[config.mk]
export PLATFORM = sky130hd
export DESIGN_NAME = hazard_controller_flat
export DESIGN_NICKNAME = d
export VERILOG_FILES = /design/src/rtl/hazard_controller_if.sv /design/src/rtl/hazard_controller.sv /design/src/flat_wrapper.sv
export SDC_FILE = /design/constraint.sdc
export NUM_CORES = 1
export LEC_CHECK = 0
export BUFFER_PORTS_ARGS = -buffer_cell sky130_fd_sc_hd__buf_2
export CAP_MARGIN = 10
export CORE_ASPECT_RATIO = 0.8
export CORE_MARGIN = 8
export CORE_UTILIZATION = 55
export CTS_BUF_LIST = sky130_fd_sc_hd__clkbuf_16
export CTS_CLUSTER_SIZE = 25
export DETAILED_ROUTE_END_ITERATION = 7
export GPL_TIMING_DRIVEN = 1
export PLACE_DENSITY_LB_ADDON = 0.25
export SYNTH_ARGS = -nofsm -noshare
export SYNTH_HDL_FRONTEND = slang
export SYNTH_SLANG_ARGS = --single-unit
export TNS_END_PERCENT = 1
[constraint.sdc]
create_clock -name clk -period 3.7 [get_ports clk]
set_clock_uncertainty 0.05 [all_clocks]
set_input_delay 0 -clock clk [delete_from_list [all_inputs] [get_ports clk]]
set_output_delay 0 -clock clk [all_outputs]
set_load 0.1 [all_outputs]
[src/rtl/hazard_controller_if.sv]
// Decode-stage hazard interface: decode-side request fields in,
// stall/bubble/issue decisions and the stall counter out.
interface hazard_controller_if;
  logic        dec_valid;
  logic [2:0]  dec_rs1;
  logic [2:0]  dec_rs2;
  logic        dec_rs1_used;
  logic        dec_rs2_used;
  logic        dec_wb;
  logic [2:0]  dec_rd;
  logic        flush;
  logic        stall;
  logic        bubble;
  logic        issue;
  logic [1:0]  hazard_stage;
  logic [15:0] stall_count;

  modport master (
    output dec_valid, dec_rs1, dec_rs2, dec_rs1_used, dec_rs2_used,
           dec_wb, dec_rd, flush,
    input  stall, bubble, issue, hazard_stage, stall_count
  );

  modport slave (
    input  dec_valid, dec_rs1, dec_rs2, dec_rs1_used, dec_rs2_used,
           dec_wb, dec_rd, flush,
    output stall, bubble, issue, hazard_stage, stall_count
  );
endinterface

[src/rtl/hazard_controller.sv]
// Scoreboard-based RAW hazard detector for a decode stage feeding a
// 3-stage EX/MEM/WB pipeline with no forwarding. A decode instruction
// stalls while any in-flight stage holds a pending write to a register
// it reads; the scoreboard shifts every cycle, inserting v=0 on bubbles.
module hazard_controller #(
  parameter int unsigned SB_DEPTH = 3
) (
  input  logic               clk,
  input  logic               reset,
  hazard_controller_if.slave bus
);

  typedef struct packed {
    logic       v;
    logic [2:0] rd;
  } sb_entry_t;

  typedef enum logic {
    RUN,
    STALL
  } state_t;

  // Index 0 = EX (youngest), 1 = MEM, 2 = WB (oldest).
  sb_entry_t           sb [SB_DEPTH];
  logic [SB_DEPTH-1:0] conflict;
  logic [1:0]          youngest;
  logic                hazard;
  logic                issue;
  state_t              state;
  state_t              state_nxt;
  logic                count_en;
  logic [15:0]         stall_count_q;

  // Per-stage match of either used source against a pending write.
  always_comb begin
    conflict = '0;
    for (int unsigned i = 0; i < SB_DEPTH; i++) begin
      conflict[i] = sb[i].v &&
                    ((bus.dec_rs1_used && (sb[i].rd == bus.dec_rs1)) ||
                     (bus.dec_rs2_used && (sb[i].rd == bus.dec_rs2)));
    end
  end

  // Hazard decision; the scan runs oldest to youngest so the youngest
  // conflicting stage overwrites any older one.
  always_comb begin
    youngest = '0;
    for (int unsigned i = SB_DEPTH; i > 0; i--) begin
      if (conflict[i-1]) youngest = 2'(i);
    end
    // Reset and flush both mask the hazard so neither can stall.
    hazard = !reset && bus.dec_valid && !bus.flush && (|conflict);
    issue  = !reset && bus.dec_valid && !bus.flush && !hazard;
  end

  assign bus.stall        = hazard;
  assign bus.issue        = issue;
  assign bus.bubble       = !issue;
  assign bus.hazard_stage = hazard ? youngest : '0;
  assign bus.stall_count  = stall_count_q;

  // Scoreboard shift: a new EX entry is valid only for an issued writer.
  always_ff @(posedge clk) begin
    if (reset) begin
      for (int unsigned i = 0; i < SB_DEPTH; i++) begin
        sb[i] <= '0;
      end
    end else begin
      sb[0] <= '{v: issue && bus.dec_wb, rd: bus.dec_rd};
      for (int unsigned i = 1; i < SB_DEPTH; i++) begin
        sb[i] <= sb[i-1];
      end
    end
  end

  // RUN/STALL state register.
  always_ff @(posedge clk) begin
    if (reset) state <= RUN;
    else       state <= state_nxt;
  end

  // Next-state logic; every cycle spent stalling enables the counter.
  always_comb begin
    state_nxt = state;
    count_en  = 1'b0;
    case (state)
      RUN: begin
        if (hazard) begin
          state_nxt = STALL;
          count_en  = 1'b1;
        end
      end
      STALL: begin
        if (hazard) count_en  = 1'b1;
        else        state_nxt = RUN;
      end
      default: state_nxt = RUN;
    endcase
  end

  // Saturating stall-cycle counter.
  always_ff @(posedge clk) begin
    if (reset) begin
      stall_count_q <= '0;
    end else if (count_en && (stall_count_q != '1)) begin
      stall_count_q <= stall_count_q + 16'd1;
    end
  end

endmodule

[src/flat_wrapper.sv]
// flat-port wrapper written by rule: the top's interface ports become plain ports
module hazard_controller_flat 
#(
  parameter int unsigned SB_DEPTH = 3
)
  (clk, reset, bus_dec_valid, bus_dec_rs1, bus_dec_rs2, bus_dec_rs1_used, bus_dec_rs2_used, bus_dec_wb, bus_dec_rd, bus_flush, bus_stall, bus_bubble, bus_issue, bus_hazard_stage, bus_stall_count);
  hazard_controller_if bus_i ();
  input  logic clk;
  input  logic reset;
  input wire logic [$bits(bus_i.dec_valid)-1:0] bus_dec_valid;
  input wire logic [$bits(bus_i.dec_rs1)-1:0] bus_dec_rs1;
  input wire logic [$bits(bus_i.dec_rs2)-1:0] bus_dec_rs2;
  input wire logic [$bits(bus_i.dec_rs1_used)-1:0] bus_dec_rs1_used;
  input wire logic [$bits(bus_i.dec_rs2_used)-1:0] bus_dec_rs2_used;
  input wire logic [$bits(bus_i.dec_wb)-1:0] bus_dec_wb;
  input wire logic [$bits(bus_i.dec_rd)-1:0] bus_dec_rd;
  input wire logic [$bits(bus_i.flush)-1:0] bus_flush;
  output wire logic [$bits(bus_i.stall)-1:0] bus_stall;
  output wire logic [$bits(bus_i.bubble)-1:0] bus_bubble;
  output wire logic [$bits(bus_i.issue)-1:0] bus_issue;
  output wire logic [$bits(bus_i.hazard_stage)-1:0] bus_hazard_stage;
  output wire logic [$bits(bus_i.stall_count)-1:0] bus_stall_count;
  assign bus_i.dec_valid = bus_dec_valid;
  assign bus_i.dec_rs1 = bus_dec_rs1;
  assign bus_i.dec_rs2 = bus_dec_rs2;
  assign bus_i.dec_rs1_used = bus_dec_rs1_used;
  assign bus_i.dec_rs2_used = bus_dec_rs2_used;
  assign bus_i.dec_wb = bus_dec_wb;
  assign bus_i.dec_rd = bus_dec_rd;
  assign bus_i.flush = bus_flush;
  assign bus_stall = bus_i.stall;
  assign bus_bubble = bus_i.bubble;
  assign bus_issue = bus_i.issue;
  assign bus_hazard_stage = bus_i.hazard_stage;
  assign bus_stall_count = bus_i.stall_count;
  hazard_controller #(.SB_DEPTH(SB_DEPTH)) u_core (.clk(clk), .reset(reset), .bus(bus_i));
endmodule
-- Word level (Yosys, flattened, before mapping)
Memories as Yosys holds them, arrays and structs flattened.
Index checks and enable logic that the tools add are counted.
- register bits: 16
- memory bits (writable): 12
- output and inout port bits: 21
- logic and storage cells: 47
- memories kept: 1
- add/subtract/negate cells: 1
- equal/unequal tests: 7
- mux-type cells: 11
- bitwise operators: 3
- reduce and logical (&&, ||, !) cells: 23
- memories (memory ; depth ; bits a word ; read ports ; clocked after Yosys merged registers in ; write ports ; line ; RTL):
    u_core.sb ; 3 ; 4 ; 3 ; 0 ; 3 ; hazard_controller.sv:24 ; sb_entry_t sb [SB_DEPTH];
- operators by type and width (operator ; number):
    3-bit == test ; 6
    16-bit by 1-bit adder with 16-bit output, second input constant ; 1
    16-bit inequality test, second input constant ; 1
    1-bit logical AND ; 15
    4-bit two-way mux ; 3
    2-bit two-way mux ; 4
    1-bit logical NOT ; 4
    1-bit two-way mux ; 4
    1-bit logical OR ; 3
    1-bit bitwise OR ; 3
    3-bit OR reduction ; 1

-- Longest topological paths before layout
Gate-level depths: netlist of run 1.
- depth in word-level cells: 10
- mapped depth: 8

-- Worst setup path before layout of run 1
No wires, ideal clock.
- kind: register to output
- from: mem u_core.sb[0][5] in the netlist's numbering
- to: out bus_hazard_stage[1]
- arrival: 2.863 ns
- slack: 0.787 ns
- stages on the path, launching flop included: 6
- buffers on the path: 0
- cells stage by stage: dfxtp_1 xnor2_1 nand4_1 a21boi_2 nor2_1 nor3_1
- RTL lines (element ; line ; RTL):
    from (decl) ; hazard_controller.sv:24 ;
    to (decl) ; flat_wrapper.sv:21 ; output wire logic [$bits(bus_i.hazard_stage)-1:0] bus_hazard_stage;

==> reports/results.ini, run 1 <==
[sta]
drv_slew = 0
fmax_ghz = 0.4092
fin_ws_ns = 1.256
maxSlewHeadroom_pct = 44.79
tightestPinTransition_ns = 0.8237
fin_crit_sh_pct = 66.06
setup_tns_ns = 0
rsz0062_at_grt = no
finalHoldViolCount = 0
finalCriticalPeriod_ns = 2.444
whs_ns = 0.1498
setup_viol = 0

[yosys]
ys_seq_area_share_pct = 37.77
synth_seq_cells = 28
ys_top_cells_by_area = dfxtp_1 38%, xnor2_1 11%, nor2b_1 5.9%, o31ai_1 5.1%, or4_1 5.1%
synth_cell_type_count = 34
avgSynthCellArea_um2 = 9.048
synth_ff_type = dfxtp_1
yosysWarnings = 0
synth_cells = 164
synth_most_common_cell = dfxtp_1
yosysTopAreaCell = dfxtp_1
synth_top_area_share_pct = 37.77
syn_area_um2 = 1484
synth_common_cells = 28 x dfxtp_1, 18 x xnor2_1, 14 x nor2b_1
async_flop_share_pct = 0
synth-edff-count = 0
syn_nets = 181

[drt]
drc = 0
drtIter0Drc = 94
drt_wl_total_um = 3804
wl_per_cell_um = 15.92
vias_per_cell = 5.703
ant_nets = 0
vias = 1363
drt_pre_antenna_iters = 4

[critical_path]
start_kind = register
worstSetupPathType = reg -> out
cp.depth = 7
critPathMaxStageDelay_ns = 0.69
critPathTopFamily = simple AND/OR/NAND/NOR gates
required_ns = 3.65
cp-end-kind = output pin
crit_buf_inv = 2
cp_slowest_cell = nor3_2
path_cells = xnor2_1 > nand4_1 > a21boi_2 > nor3_2 > nand2_1 > inv_1 > buf_2
worstRegToRegCells = 7
critPathArrivalTime_ns = 2.39
critPathMaxFanout = 16

[power_and_ir_drop]
comb_power_share_pct = 9.5
p_sw_share_pct = 22.78
ir_drop_uv = 254.1
leakage_nw = 0.6557
power_switching_mw = 0.1404
power_mw = 0.6162
seq_power_share_pct = 50.4
p_clk_share_pct = 40.1
internal_power_mw = 0.4758
powerDensity_nw_per_um2 = 345.6

[cells_and_area]
fin_util_pct = 67.06
drive_gt1_share_pct = 24.88
antenna_cells = 0
area_growth_syn_to_layout_pct = 20.15
n_fill_cell = 221
finalNonFillerCells = 239
fin_nets = 219
final_cell_area_um2 = 1783

[floorplan]
num_rows = 17
ios = 37
coreArea_um2 = 2659
initial_utilization_pct = 55.81
die_area_um2 = 4627
die_x_um = 74.08
die_y_um = 62.46

[min_path]
hold_class = in -> reg
holdPathStages = 2

[clock_network]
clkSlewWorstSetupHoldPaths_ns = 0.07
cts.sinks = 28
cts_setup_buffers = 0
cts_resized = 0
cts_tree = built
cts-root-buf = clkbuf_16
numCtsBuffers = 3
cts.path.max_buffers = 2
postCtsHoldBufs = 4
clock_latency_ns = 0.27
htree_levels = 1

[placed_design]
portBuffers = 36
dp.cells = 231
dp_slack_ns = 1.471
place_congestion = 0.8489
dp_hpwl_um = 2721
placed_area_um2 = 1664

[global_routing]
grt_antenna_before_repair = 0
grt_overflow = 0
grt_pass1_wl_um = 6182
grt_max_degree = 31
globalRouteTotalUtil_pct = 16.61
grt_pass1_vias = 1349

[status]
outcome = completed

[run]
maxCapViolations = 0

-- cells by family after synthesis --
group | Yosys count | share of synthesized area, %
xor gates and xnor gates | 18 | 10.62
buffers and inverters | 10 | 4.216
and+or+nand+nor | 76 | 31.28
muxes | 4 | 3.204
AOI/OAI and AO/OA | 27 | 12.06
adders and majority gates | 1 | 0.8430
DFF | 28 | 37.77
-- cell usage in the layout (no fill, tap or decap), types with 2 or more instances in the layout --
cell and n:
a21boi_2 3, o31ai_1 10, and3_1 4, nand4_1 9
nand2_1 5, clkbuf_16 3, buf_2 36, dlygate4sd3_1 4
or3_1 3, nand3_1 9, xnor2_1 18, and2_1 2
a21oi_1 12, or4_1 10, nor2b_1 14, nor3_1 3
inv_1 2, dfxtp_1 28, nor2_1 9
-- layer usage --
metal	track usage [%]	wire [µm]	vias up
li1	-	-	671
met1	21.02	1696	631
met2	24.45	1749	53
met3	5.609	293	8
met4	7.463	64	0
met5	0	0	-
-- final timing paths --
kind	startpoint	endpoint	slack (ns)
worst max register to register	u_core.sb[0][1]	u_core.bus.stall_count[1]	1.45
worst min register to register	u_core.sb[0][7]	u_core.sb[0][11]	0.43
worst max-delay path	u_core.sb[0][1]	bus_issue	1.26
worst min-delay path	reset	u_core.sb[0][10]	0.15
-- area by class of cell --
class	instances	area (µm²)	share of cell area [%]
timing repair buffer	41	227.7	12.77
multi-input combinational	126	860.8	48.28
tap	38	47.55	2.667
clock buffer	3	75.07	4.211
clock inverter	1	3.754	0.2105
sequential	28	560.5	31.44
inverter	2	7.507	0.4211
-- registers in the layout, indices dropped and copies added (netlist names) --
| name | count |
|---|---|
| u_core.sb | 12 |
| u_core.bus.stall_count | 16 |
-- power by group through the flow --
stage | clock, mW | sequential (mW) | combinational [mW]
floorplan | 0 | 0.316 | 0.0383
global placement | 0 | 0.317 | 0.0531
detailed placement | 0 | 0.317 | 0.0543
CTS | 0.251 | 0.311 | 0.0578
global route | 0.264 | 0.311 | 0.0635
finish | 0.247 | 0.311 | 0.0583
Power figures use the tool's default switching activity.
==> inputs of run 2 (changes only) <==
- CORE_UTILIZATION: 55 -> 47
- clock period: 3.7 -> 2.1 ns (I/O delays scaled with it)
==> reports/results.ini, run 2 (synthesis gave the netlist of run 1 again) <==
[floorplan]
ios = 37
initial_utilization_pct = 48.81
coreArea_um2 = 3040
die_x_um = 78.82
die_y_um = 66.26
num_rows = 18
die_area_um2 = 5223

[critical_path]
start_kind = register
required_ns = 2.19
worstSetupPathType = reg -> reg
path_cells = xnor2_1 > nand4_1 > a21boi_2 > nor3_4 > buf_4 > nor4_1 > mux2_1
critPathMaxStageDelay_ns = 0.38
r2r_slack_ns = 0.03
crit_start = u_core.sb[0][4]
critPathArrivalTime_ns = 2.16
rr_startpoint = u_core.sb[0][4]
cp_slowest_cell = dfxtp_1
cp-end-kind = register
critPathMaxFanout = 8

[drt]
drt_pre_antenna_iters = 4
vias_per_cell = 5.480
vias = 1370
drc = 0
drtIter0Drc = 100
wl_per_cell_um = 15.36
ant_nets = 0
drt_wl_total_um = 3839

[power_and_ir_drop]
ir_drop_uv = 368.2
leakage_nw = 0.7064
powerDensity_nw_per_um2 = 570.8

[sta]
fin_crit_sh_pct = 98.59
rsz0062_at_grt = yes
finalCriticalPeriod_ns = 2.070
drv_slew = 0
finalHoldViolCount = 0
setup_viol = 0
setup_tns_ns = 0
fmax_ghz = 0.4830
maxSlewHeadroom_pct = 49.72
tightestPinTransition_ns = 0.7501
whs_ns = 0.1892
fin_ws_ns = 0.02965

[cells_and_area]
fin_util_pct = 62.84
layout_common_cells = 32 x buf_2, 26 x dfxtp_1, 18 x xnor2_1
layout_commonest_cell = buf_2
fin_nets = 228
area_growth_syn_to_layout_pct = 28.75
drive_gt1_share_pct = 30.48
largest_reg_flops = 16
final_cell_area_um2 = 1911
antenna_cells = 0

[global_routing]
grt_pass1_wl_um = 6292
globalRouteTotalUtil_pct = 14.73
grt_overflow = 0
grt_antenna_before_repair = 0
grt_pass1_vias = 1351
grt_max_degree = 30

[min_path]
hold_class = in -> reg
min_from = reset

[clock_network]
numCtsBuffers = 3
cts.path.max_buffers = 2
htree_levels = 1
cts_tree = built
clkSlewWorstSetupHoldPaths_ns = 0.07
cts-root-buf = clkbuf_16
cts.sinks = 28
clock_latency_ns = 0.26

[run]
maxCapViolations = 0

[status]
outcome = completed

[placed_design]
placed_area_um2 = 1732
portBuffers = 36
place_congestion = 0.7759
dp_hpwl_um = 2787
dp_slack_ns = -0.3115

run 2: changes by cell type in the layout (fill, tap and decap cells not counted), sizes merged:
cell | previous run | this run
clkbuf | 3 | 4
nor3 | 4 | 5
buf | 37 | 44
run 2: worst max-delay path: cells and delay by family (launching register included):
family / cells / cell delay, ns
AO/OA/AOI/OAI: 1 / 0.28
XOR/XNOR: 1 / 0.15
buffers and inverters: 1 / 0.16
flip-flops: 1 / 0.38
multiplexers: 1 / 0.35
AND/OR/NAND/NOR: 3 / 0.58
run 2: worst paths after layout:
path	to	cells past startpoint
max	u_core.bus.stall_count[15]	7
min	u_core.sb[0][11]	3
max reg2reg	u_core.bus.stall_count[15]	7
min reg2reg	u_core.sb[0][11]	1
run 2: per-stage QoR:
step / std cells / total power, mW
after global placement: 239 / 0.6579
after global routing: 250 / 1.127
after floorplan: 164 / 0.6249
final: 250 / 1.091
after detailed placement: 239 / 0.6617
after CTS: 248 / 1.095
run 2: layer usage:
layer  global-route usage, %  wire length (µm)  up-vias
met5                       0                 0        -
met4                   4.147                65        0
met3                   4.484               233        8
met2                   24.15              1786       43
met1                   18.27              1753      629
li1                        -                 -      690
run 2: what timing repair did:
action                                 CTS  global route
endpoints found under the hold margin    4             0
setup endpoints to repair               20            12
cloned                                   1             0
buffers inserted                         0             2
resized for setup                        2             9
hold buffers                             4             0
pin swaps                                1             3
run 2: cell type report:
class / count / area, µm²
inverter: 2 / 7.507
clock inverter: 1 / 3.754
tap: 40 / 50.05
multi-input combinational: 127 / 900.9
sequential: 28 / 563.0
timing repair buffer: 49 / 310.3
clock buffer: 3 / 75.07
fill: 252 / 1130
run 2: where the power goes:
part           total [mW]  leakage (nW)  internal (mW)  switching, mW
registers           0.546         0.228          0.539        0.00716
logic               0.113         0.440         0.0510         0.0617
clock network       0.432        0.0385          0.255          0.177
total                1.09         0.706          0.845          0.246
==> inputs of run 3 (changes only) <==
--- a/config.mk
+++ b/config.mk
@@ -6,9 +6,10 @@
 export NUM_CORES = 1
 export LEC_CHECK = 0
+export ABC_AREA = 1
 export BUFFER_PORTS_ARGS = -buffer_cell sky130_fd_sc_hd__buf_2
 export CAP_MARGIN = 10
 export CORE_ASPECT_RATIO = 0.8
 export CORE_MARGIN = 8
-export CORE_UTILIZATION = 47
+export CORE_UTILIZATION = 50
 export CTS_BUF_LIST = sky130_fd_sc_hd__clkbuf_16
 export CTS_CLUSTER_SIZE = 25
--- a/constraint.sdc
+++ b/constraint.sdc
@@ -3,3 +3,3 @@
 set_input_delay 0 -clock clk [delete_from_list [all_inputs] [get_ports clk]]
 set_output_delay 0 -clock clk [all_outputs]
-set_load 0.1 [all_outputs]
+set_load 0.02 [all_outputs]
==> reports/results.ini, run 3 <==
[sta]
setup_viol = 0
drv_slew = 0
fin_crit_sh_pct = 88.23
setup_tns_ns = 0
fmax_ghz = 0.5397
maxSlewHeadroom_pct = 63.53
tightestPinTransition_ns = 0.5465
finalCriticalPeriod_ns = 1.853
finalHoldViolCount = 0
rsz0062_at_grt = no
whs_ns = 0.04066
fin_ws_ns = 0.2471

[clock_network]
cts_resized = 0
cts.sinks = 28
cts-root-buf = clkbuf_16
cts_tree = built
htree_levels = 1
cts.path.max_buffers = 2
clock_latency_ns = 0.26
clkSlewWorstSetupHoldPaths_ns = 0.07
numCtsBuffers = 3

[critical_path]
worstRegToRegCells = 9
path_cells = inv_1 > o21ai_0 > nor2_1 > nand2_1 > nand2_1 > nand2_2 > nand3_4 > nor2_1 > inv_1 > buf_2
crit_buf_inv = 3
critPathArrivalTime_ns = 1.80
cp_slowest_cell = dfxtp_1
required_ns = 2.05
cp-end-kind = output pin
critPathTopFamily = simple AND/OR/NAND/NOR gates
critPathMaxFanout = 20
worstSetupPathType = reg -> out
r2r_end = u_core.bus.stall_count[13]
rr_startpoint = u_core.bus.stall_count[1]
critPathMaxStageDelay_ns = 0.35
start_kind = register
r2r_slack_ns = 0.30

[drt]
vias_per_cell = 4.669
drt_pre_antenna_iters = 4
vias = 1891
ant_nets = 0
wl_per_cell_um = 10.66
drt_wl_total_um = 4316
drtIter0Drc = 129
drc = 0

[placed_design]
placed_area_um2 = 2120
dp_slack_ns = 0.3118
portBuffers = 36
dp.cells = 398
place_congestion = 0.8158
dp_hpwl_um = 3203

[floorplan]
initial_utilization_pct = 51.41
num_rows = 20
ios = 37
die_x_um = 85.23
coreArea_um2 = 3729
die_area_um2 = 6083
die_y_um = 71.38

[yosys]
synthSimpleGateAreaFrac_pct = 50.91
synthXorXnorAreaFrac_pct = 0.4569
synth_seq_cells = 28
yosysWarnings = 0
avgSynthCellArea_um2 = 5.934
async_flop_share_pct = 0
synth_top_area_share_pct = 29.24
synthAdderAreaFrac_pct = 0.6527
syn_area_um2 = 1917
yosysTopAreaCell = dfxtp_1
ys_seq_area_share_pct = 29.24
synth_common_cells = 104 x nand2_1, 64 x inv_1, 56 x nor2_1
synth_compound_area_share_pct = 1.044
synth-edff-count = 0
synth_most_common_cell = nand2_1
synthMuxAreaShare_pct = 0
synth_cells = 323
synth_ff_type = dfxtp_1
ys_top_cells_by_area = dfxtp_1 29%, nand2_1 20%, inv_1 13%, nor2_1 11%, nand3_2 6.8%
syn_nets = 340
synth_cell_type_count = 25
synth_top_family_by_area = simple AND/OR/NAND/NOR gates

[power_and_ir_drop]
ir_drop_uv = 542.1
powerDensity_nw_per_um2 = 492.6
leakage_nw = 1.182

[cells_and_area]
finalNonFillerCells = 405
layout_commonest_cell = nand2_1
antenna_cells = 0
layout_common_cells = 104 x nand2_1, 64 x inv_1, 56 x nor2_1
area_growth_syn_to_layout_pct = 16.58
drive_gt1_share_pct = 21.05
largest_reg_flops = 16
fin_nets = 380
final_cell_area_um2 = 2235

[global_routing]
grt_overflow = 0
grt_pass1_wl_um = 7631
grt_antenna_before_repair = 0
grt_pass1_vias = 1749
globalRouteTotalUtil_pct = 15.04
grt_max_degree = 22

[min_path]
holdPathStages = 2
hold_class = in -> reg
min_from = reset
holdPathEnd = u_core.sb[0][11]

[status]
outcome = completed

[run]
maxCapViolations = 0

run 3: cell types whose count changed in the layout (fill, tap and decap cells not counted), moves of 10 or more:
cell     change
nand2_1     +99
inv_1       +62
nor2_1      +47
xnor2_1     -17
nor2b_1     -14
nand3_2     +12
a21oi_1     -10
o31ai_1     -10
or4_1       -10
run 3: worst register-to-register path: cells and delay by family (launching register included):
kind	cells	cell delay (ns)
adder cells (fa/ha/maj)	1	0.20
flip-flops	1	0.38
buffers and inverters	1	0.09
AND/OR/NAND/NOR	7	1.03
run 3: through the flow:
step	utilization [%]	total power [mW]
CTS	59.93	1.118
global route	59.93	1.152
detailed placement	56.85	0.6737
finish	59.93	1.101
floorplan	-	0.6335
global placement	56.85	0.6715
run 3: worst max-delay path by stage:
stage | from | end | slack, ns | cells after the start
5_1_grt | u_core.bus.stall_count[1] | u_core.bus.stall_count[6] | 0.04 | 9
6_report | u_core.sb[0][0] | bus_bubble | 0.25 | 10
3_5_place_dp | u_core.bus.stall_count[1] | u_core.bus.stall_count[13] | 0.31 | 9
4_1_cts | u_core.sb[0][0] | bus_bubble | 0.25 | 10
3_3_place_gp | u_core.bus.stall_count[1] | u_core.bus.stall_count[13] | 0.41 | 10
2_1_floorplan | u_core.bus.stall_count[1] | u_core.bus.stall_count[9] | 0.43 | 11
run 3: cells by family (layout without fill, tap and decap cells):
family,count (synthesis),after routing
AO/OA/AOI/OAI,4,4
buffers and inverters,81,119
AND/OR/NAND/NOR,208,208
XOR/XNOR,1,1
flip-flops,28,28
adder cells (fa/ha/maj),1,1
run 3: where the power goes:
group          leakage, nW  switching (mW)  internal, mW
combinational        0.918          0.0788        0.0458
clock               0.0370           0.179         0.253
sequential           0.227         0.00518         0.539
total                 1.18           0.263         0.838
run 3: cell type report:
| type | count | area (µm²) |
|---|---|---|
| Multi-Input combinational cell | 214 | 1023 |
| Timing Repair Buffer | 44 | 250.2 |
| Fill cell | 358 | 1494 |
| Inverter | 72 | 270.3 |
| Tap cell | 44 | 55.05 |
| Clock buffer | 3 | 75.07 |
| Sequential cell | 28 | 560.5 |
run 3: repair_timing:
action,CTS,global route
buffers inserted,0,0
endpoints found under the hold margin,4,0
hold buffers,4,0
run 3: routing by layer:
metal | track usage [%] | part of all wire (%)
met1 | 20.61 | 53
met2 | 21.89 | 39
met3 | 5.143 | 6.9
met4 | 3.346 | 0.44
met5 | 0 | 0
